<file path="src/rtl/axisv_frame_sched.sv">
// Round-robin frame scheduler: grants one AXI4-Stream source per whole frame, triggers it,
// forwards its beats to the shared sink, then idles for a fixed gap. A watchdog aborts stalled sources.
module axisv_frame_sched #(
  parameter int N_SRC      = 2,
  parameter int DATA_WIDTH = 18,
  parameter int FRAME_GAP  = 16,
  parameter int TIMEOUT    = 4096
) (
  input  logic                          aclk_i,
  input  logic                          rst_i,
  input  logic                          enable_i,
  input  logic [N_SRC-1:0]              src_mask_i,
  output logic [N_SRC-1:0]              src_trigger_o,
  input  logic [N_SRC*DATA_WIDTH-1:0]   s_axis_tdata,
  input  logic [N_SRC-1:0]              s_axis_tvalid,
  output logic [N_SRC-1:0]              s_axis_tready,
  input  logic [N_SRC-1:0]              s_axis_tlast,
  input  logic [N_SRC-1:0]              s_axis_tuser,
  output logic [DATA_WIDTH-1:0]         m_axis_tdata,
  output logic                          m_axis_tvalid,
  input  logic                          m_axis_tready,
  output logic                          m_axis_tlast,
  output logic                          m_axis_tuser,
  output logic [$clog2(N_SRC):0]        cur_src_o,
  output logic                          busy_o,
  output logic [15:0]                   frame_cnt_o,
  output logic                          timeout_o
);

  localparam int CW = $clog2(N_SRC) + 1;
  localparam int GW = $clog2(FRAME_GAP + 1);
  localparam int WW = $clog2(TIMEOUT + 1);

  typedef enum logic [2:0] {
    IDLE,
    SELECT,
    TRIG,
    STREAM,
    GAP
  } state_t;

  state_t        state, state_nxt;
  logic [CW-1:0] cur_src_nxt;
  logic [GW-1:0] gap_cnt, gap_nxt;
  logic [WW-1:0] wd_cnt, wd_nxt;
  logic [15:0]   frame_cnt_nxt;
  logic          timeout_nxt;
  logic          sel_found;
  logic [CW-1:0] sel_idx;
  logic          fire;
  logic          eof;

  // Stream handshake: m_axis_tvalid/s_axis_tvalid hold a beat until the matching ready is high;
  // a beat transfers on a rising clock edge where valid and ready are both 1. Only the granted
  // source is ever connected, and only while streaming.
  always_comb begin
    m_axis_tdata  = '0;
    m_axis_tvalid = 1'b0;
    m_axis_tlast  = 1'b0;
    m_axis_tuser  = 1'b0;
    s_axis_tready = '0;
    for (int i = 0; i < N_SRC; i++) begin
      if (state == STREAM && cur_src_o == CW'(i)) begin
        m_axis_tdata     = s_axis_tdata[i*DATA_WIDTH +: DATA_WIDTH];
        m_axis_tvalid    = s_axis_tvalid[i];
        m_axis_tlast     = s_axis_tlast[i];
        m_axis_tuser     = s_axis_tuser[i];
        s_axis_tready[i] = m_axis_tready;
      end
    end
  end

  assign fire   = m_axis_tvalid & m_axis_tready;
  assign eof    = fire & m_axis_tuser;
  assign busy_o = (state == TRIG) || (state == STREAM);

  // First eligible source strictly after the current one, wrapping around.
  always_comb begin
    sel_found = 1'b0;
    sel_idx   = cur_src_o;
    for (int k = 1; k <= N_SRC; k++) begin
      for (int i = 0; i < N_SRC; i++) begin
        if (!sel_found && src_mask_i[i] && ((int'(cur_src_o) + k) % N_SRC) == i) begin
          sel_found = 1'b1;
          sel_idx   = CW'(i);
        end
      end
    end
  end

  always_comb begin
    state_nxt     = state;
    cur_src_nxt   = cur_src_o;
    gap_nxt       = gap_cnt;
    wd_nxt        = wd_cnt;
    frame_cnt_nxt = frame_cnt_o;
    timeout_nxt   = timeout_o;
    src_trigger_o = '0;
    case (state)
      IDLE: begin
        if (enable_i) state_nxt = SELECT;
      end
      SELECT: begin
        if (sel_found) begin
          cur_src_nxt = sel_idx;
          state_nxt   = TRIG;
        end
      end
      TRIG: begin
        for (int i = 0; i < N_SRC; i++) begin
          if (cur_src_o == CW'(i)) src_trigger_o[i] = 1'b1;
        end
        wd_nxt    = '0;
        state_nxt = STREAM;
      end
      STREAM: begin
        if (eof) begin
          frame_cnt_nxt = frame_cnt_o + 16'd1;
          gap_nxt       = '0;
          state_nxt     = GAP;
        end else if (fire) begin
          wd_nxt = '0;
        end else if (wd_cnt == WW'(TIMEOUT - 1)) begin
          // TIMEOUT consecutive cycles without a transfer: abandon this frame.
          timeout_nxt = 1'b1;
          gap_nxt     = '0;
          state_nxt   = GAP;
        end else begin
          wd_nxt = wd_cnt + 1'b1;
        end
      end
      GAP: begin
        if (gap_cnt == GW'(FRAME_GAP - 1)) begin
          state_nxt = enable_i ? SELECT : IDLE;
        end else begin
          gap_nxt = gap_cnt + 1'b1;
        end
      end
      default: state_nxt = IDLE;
    endcase
  end

  always_ff @(posedge aclk_i) begin
    if (rst_i) begin
      state       <= IDLE;
      cur_src_o   <= CW'(N_SRC - 1);
      gap_cnt     <= '0;
      wd_cnt      <= '0;
      frame_cnt_o <= '0;
      timeout_o   <= 1'b0;
    end else begin
      state       <= state_nxt;
      cur_src_o   <= cur_src_nxt;
      gap_cnt     <= gap_nxt;
      wd_cnt      <= wd_nxt;
      frame_cnt_o <= frame_cnt_nxt;
      timeout_o   <= timeout_nxt;
    end
  end

endmodule

</file>
<file path="config.mk">
export PLATFORM = sky130hd
export DESIGN_NAME = axisv_frame_sched
export DESIGN_NICKNAME = d
export VERILOG_FILES = /design/src/rtl/axisv_frame_sched.sv
export SDC_FILE = /design/constraint.sdc
export NUM_CORES = 1
export LEC_CHECK = 0
export ABC_AREA = 1
export CAP_MARGIN = 20
export CORE_ASPECT_RATIO = 1.5
export CORE_MARGIN = 2
export CORE_UTILIZATION = 45
export DETAILED_ROUTE_END_ITERATION = 8
export PLACE_DENSITY = 0.83
export SYNTH_ARGS = -nofsm -noshare
export SYNTH_HDL_FRONTEND = slang
export SYNTH_SLANG_ARGS = --single-unit
</file>
<file path="constraint.sdc">
create_clock -name aclk_i -period 2.4 [get_ports aclk_i]
set_input_delay 0.48 -clock aclk_i [delete_from_list [all_inputs] [get_ports aclk_i]]
set_output_delay 0.48 -clock aclk_i [all_outputs]
set_load 0.02 [all_outputs]
</file>
# After elaboration in Yosys (flattened, before gate mapping)
# Index checks and enable logic that the tools add are counted.
[word_totals]
ff_bits = 40
inputBits = 48
wordCells = 98
output_inout_bits = 45
[op_classes]
n_bitwise = 6
n_mux = 38
n_eq_ne = 17
n_addsub = 5
reduce_logical = 26
[ops]
columns = ["operator", "count"]
rows = [
  ["32-bit logical NOT", 2],
  ["13-bit two-way mux", 3],
  ["18-bit two-way mux", 2],
  ["13-bit one-hot mux with 2 select lines", 1],
  ["5-bit two-way mux", 4],
  ["3-bit two-way mux", 6],
  ["16-bit by 1-bit adder with 16-bit output, second input constant", 1],
  ["1-bit two-way mux", 15],
  ["3-bit one-hot mux with 5 select lines", 1],
  ["13-bit by 1-bit adder with 13-bit output, second input constant", 1],
  ["13-bit by 12-bit equality test with 1-bit output, second input constant", 1],
  ["2-bit two-way mux", 5],
  ["2-bit inequality test, second input constant", 5],
  ["5-bit one-hot mux with 2 select lines", 1],
  ["1-bit logical AND", 9],
  ["4-bit AND reduction", 2],
  ["3-bit by 2-bit equality test with 1-bit output, second input constant", 2],
  ["3-bit inequality test, second input constant", 2],
  ["3-bit AND reduction", 2],
  ["5-bit by 1-bit adder with 5-bit output, second input constant", 1],
  ["5-bit by 4-bit equality test with 1-bit output, second input constant", 1],
  ["5-bit AND reduction", 1],
  ["2-bit equality test, second input constant", 2],
  ["2-bit nonzero test", 2],
  ["14 further kinds", 20],
]

# Logic depth before layout (Yosys ltp)
[depth]
ltp_word = 19
mapped_depth = 12
depth_no_buf = 11

# Worst setup path before layout
# Ideal clock, no wire load.
[synth_timing]
path_type = "register to output"
start = "register cur_src_o[0]"
end = "output port m_axis_tdata[10]"
n_path_buf = 2
arrival_time_ps = 1669
stages_incl_launch_ff = 6
slack_ps = 251
t_required_ps = 1920
cell_sequence = "dfxtp_1 > inv_1 > nor2_1 > clkbuf_1 > clkbuf_1 > a22o_1"
[synth_between]
elab_chain_len = 4
elab_cells_between_ends = 6
classes_between = "eq/ne (1); mux (2); reduce/logical (3)"
[synth_rtl]
columns = ["element", "line_no", "text"]
rows = [
  ["start, declared", "24", "output logic [$clog2(N_SRC):0] cur_src_o,"],
  ["start signal, assigned", "146", "cur_src_o <= CW'(N_SRC - 1);"],
  ["start signal, assigned", "153", "cur_src_o <= cur_src_nxt;"],
  ["2-bit logical NOT", "63", "if (state == STREAM && cur_src_o == CW'(i)) begin"],
  ["1-bit logical AND", "63", ""],
  ["18-bit two-way mux", "63", ""],
  ["18-bit two-way mux *", "63", ""],
  ["end, declared", "19", "output logic [DATA_WIDTH-1:0] m_axis_tdata,"],
]
# Mark *: on every way between the ends. The rest lies on a longest branch, timed or not.

# Worst setup path after layout
[layout_timing]
start = "register state[0]"
end = "output port m_axis_tdata[10]"
[layout_between]
elab_chain_len = 4
elab_cells_between_ends = 5
classes_between = "eq/ne (1); mux (2); reduce/logical (2)"
[layout_rtl]
columns = ["element", "line_no", "text"]
rows = [
  ["start, declared", "42", "state_t state, state_nxt;"],
  ["start signal, assigned", "152", "state <= state_nxt;"],
  ["3-bit by 2-bit equality test with 1-bit output *", "63", ""],
  ["1-bit logical AND", "63", ""],
  ["18-bit two-way mux", "63", ""],
  ["18-bit two-way mux *", "63", ""],
]
# Marks and branches as above.

==> results.ini <==
[place]
hpwl_mm=5.85
port_buffers=91
dpl_cell_area_mm2=0.00363
gp_congestion=0.859

[critical_path]
arrival_ps=1770
setup.worst_path.start=state[0]
r2r_cells=12
max_stage_delay_ps=430
path_cells=nand3_2 > nor2_1 > buf_12 > a22o_1 > dlygate4sd2_1
required_ps=1920
path_max_fanout=20
crit_path_top_delay_cell=dfxtp_1
r2r_end=frame_cnt_o[8]
cp-start-kind=flip-flop
r2r-start=state[0]
regToRegSetupSlack_ps=270
path_class=reg2out
endpoint=m_axis_tdata[10]
crit_path_end_kind=output port

[worst_hold_path]
hold_depth=2
min_path_type=reg2reg

[route]
drc=0
drt_iter0_drc=173
detail-route-antenna-nets=0
routed_wl_mm=7.36
dr.pass1.iters=4
wl_per_cell_um=13.4
vias=2949
avgViaCountPerCell=5.35

[layout]
fillers=528
drive_gt1_share_pct=11.3
area_growth_syn_to_layout_pct=41.8
final_area_mm2=0.00370
diodes=0
final_nets=530

[floorplan]
rows=34
core-area_mm2=0.00570
start_util_pct=45.7
die-area_mm2=0.00643
io_pins=93
die_h_um=97.2
fp.dieW_um=66.2

[clock_tree]
cts_buffers=5
hold_buffers=0
clock_tree.buffer_depth=2
cts-root-buf=clkbuf_8
clock_latency_ps=290
cts.sinks=39
htreeDepth=2
clk_pin_slew_ps=80
cts_tree=yes

[synthesis]
synth_area_mm2=0.00261
synth.avg_cell_area_um2=6.86
synth_edf_count=0
synth_cell_types=37
async_flop_share_pct=0
synth_cells=380
synth_seq_cells=39
ys_warn_count=0
synth_nets=432
seq_area_frac_synth_pct=29.9
synth_ff_type=dfxtp_1

[power_and_ir_drop]
seqPwrFrac_pct=37.2
pwr-share-comb_pct=40.6
p_switching_mw=0.750
p_per_area_mw_per_mm2=531
p_clk_share_pct=22.3
ir_worst_vdd_mv=0.385
leakage_nw=1.54
p_sw_share_pct=38.2
intPower_mw=1.21

[job]
cap_violations=0

[timing]
hold_slack_ps=471
fmax_mhz=445
slew_viol_final=0
hold_viol=0
layout_min_cycle_time_ps=2250
rsz0062_at_grt=false
clock_skew_ps=5.56
tns_ps=0
timing.final.crit_share_pct=93.5
setup_viol=0

[grt]
grt_max_degree=21
grt_usage_pct=24.1
grt-ovfl-total=0
grt_pass1_vias=2894
grt_pass1_wl_mm=12.5
antenna_found_initial=0

[outcome]
status=completed

==> layer usage <==
layer | track usage, % | part of all wire (%) | vias up
met5 | 0 | 0 | -
met4 | 8.32 | 1.5 | 0
met3 | 4.63 | 6.5 | 8
met2 | 45.3 | 56 | 128
met1 | 25.6 | 36 | 1366
li1 | - | - | 1447
==> layout by cell type, fill, tap and decap left out, types with 2 or more instances in the layout <==
master           count
nand3b_1             2
nor2_1              45
nand4_1              5
dlygate4sd2_1       20
a22o_1              19
xor2_1               6
clkbuf_8             5
nand2_2             12
buf_4               11
inv_1               49
a21oi_2              8
a21oi_1             24
o211ai_1             2
nor3_1              19
xnor2_1              2
nand2_4              4
nor2_4               3
dlymetal6s2s_1       4
clkbuf_1             2
nand3_1             36
nor3b_1              2
nand2_1             65
ha_1                 4
clkdlybuf4s50_1     67
dfxtp_1             39
o21ai_0              7
nand3_2              4
==> power by group through the flow <==
stage	clock [mW]	sequential (mW)	combinational (mW)
finish	0.437	0.729	0.796
global route	0.463	0.735	0.865
CTS	0.444	0.728	0.802
detailed placement	0	0.743	0.825
global placement	0	0.742	0.813
floorplan	0	0.748	0.508
==> cell usage after synthesis (2+ instances only) <==
library cell  instances  area [um2]
a21oi_1              24         120
a21oi_2               8        70.1
a22o_1               19         166
buf_4                 2        15.0
clkbuf_1              7        26.3
dfxtp_1              39         781
ha_1                  4        50.1
inv_1                49         184
nand2_1              65         244
nand2_2              12        75.1
nand2_4               4        45.0
nand3_1              36         180
nand3_2               4        40.0
nand3b_1              2        15.0
nand4_1               5        31.3
nor2_1               45         169
nor2_4                3        33.8
nor3_1               19        95.1
nor3b_1               2        15.0
o211ai_1              2        15.0
o21ai_0               7        35.0
xnor2_1               2        17.5
xor2_1                6        52.6
==> worst max-delay path, delay by kind of cell, from the launching register on <==
family          cells  cell delay, ps
simple gates        2             350
compound gates      1             160
flops               1             430
buf+inv             2             530
==> layout make-up <==
cell class                 instances  area [um2]  share of cell area [%]
clock buffer                       7        76.3                    2.06
inverter                          50         188                    5.08
multi-input combinational        278        1550                    41.9
sequential                        39         781                    21.1
clock inverter                     1        5.00                   0.135
tap                               72        90.1                    2.44
timing repair buffer             104        1010                    27.3
==> per-stage QoR <==
stage	total power [mW]	util, %	std cells	setup WS, ps
final	1.96	64.9	551	155
after floorplan	1.26	-	380	251
after global placement	1.56	63.6	543	93.1
after CTS	1.97	64.7	551	28.6
after detailed placement	1.57	63.6	543	64.4
after global routing	2.06	64.9	551	19.0
==> flip-flops by register name, indices dropped and copies added (netlist names) <==
signal and count:
frame_cnt_o 16, wd_cnt 13, gap_cnt 5, state 3
cur_src_o 1, timeout_o 1
==> worst min-delay path by stage <==
stage,from,endpoint
final,wd_cnt[12],wd_cnt[12]
after global routing,wd_cnt[12],wd_cnt[12]
after CTS,wd_cnt[12],wd_cnt[12]
after detailed placement,wd_cnt[12],wd_cnt[12]
after global placement,wd_cnt[12],wd_cnt[12]
after floorplan,wd_cnt[12],wd_cnt[12]
==> kinds of logic after synthesis <==
| group | after synthesis | share of synthesized area (%) |
|---|---|---|
| other cells | 1 | 0.144 |
| flops | 39 | 29.9 |
| fa+ha+maj | 4 | 1.92 |
| simple gates | 199 | 37.1 |
| compound gates | 66 | 17.5 |
| buf+inv | 63 | 10.7 |
| xor+xnor | 8 | 2.69 |
==> what timing repair did <==
item	CTS	global route
endpoints found under the setup margin	20	4
gates resized for setup	21	4
setup buffers	0	0
No activity file was read; power rests on OpenSTA's default activity.
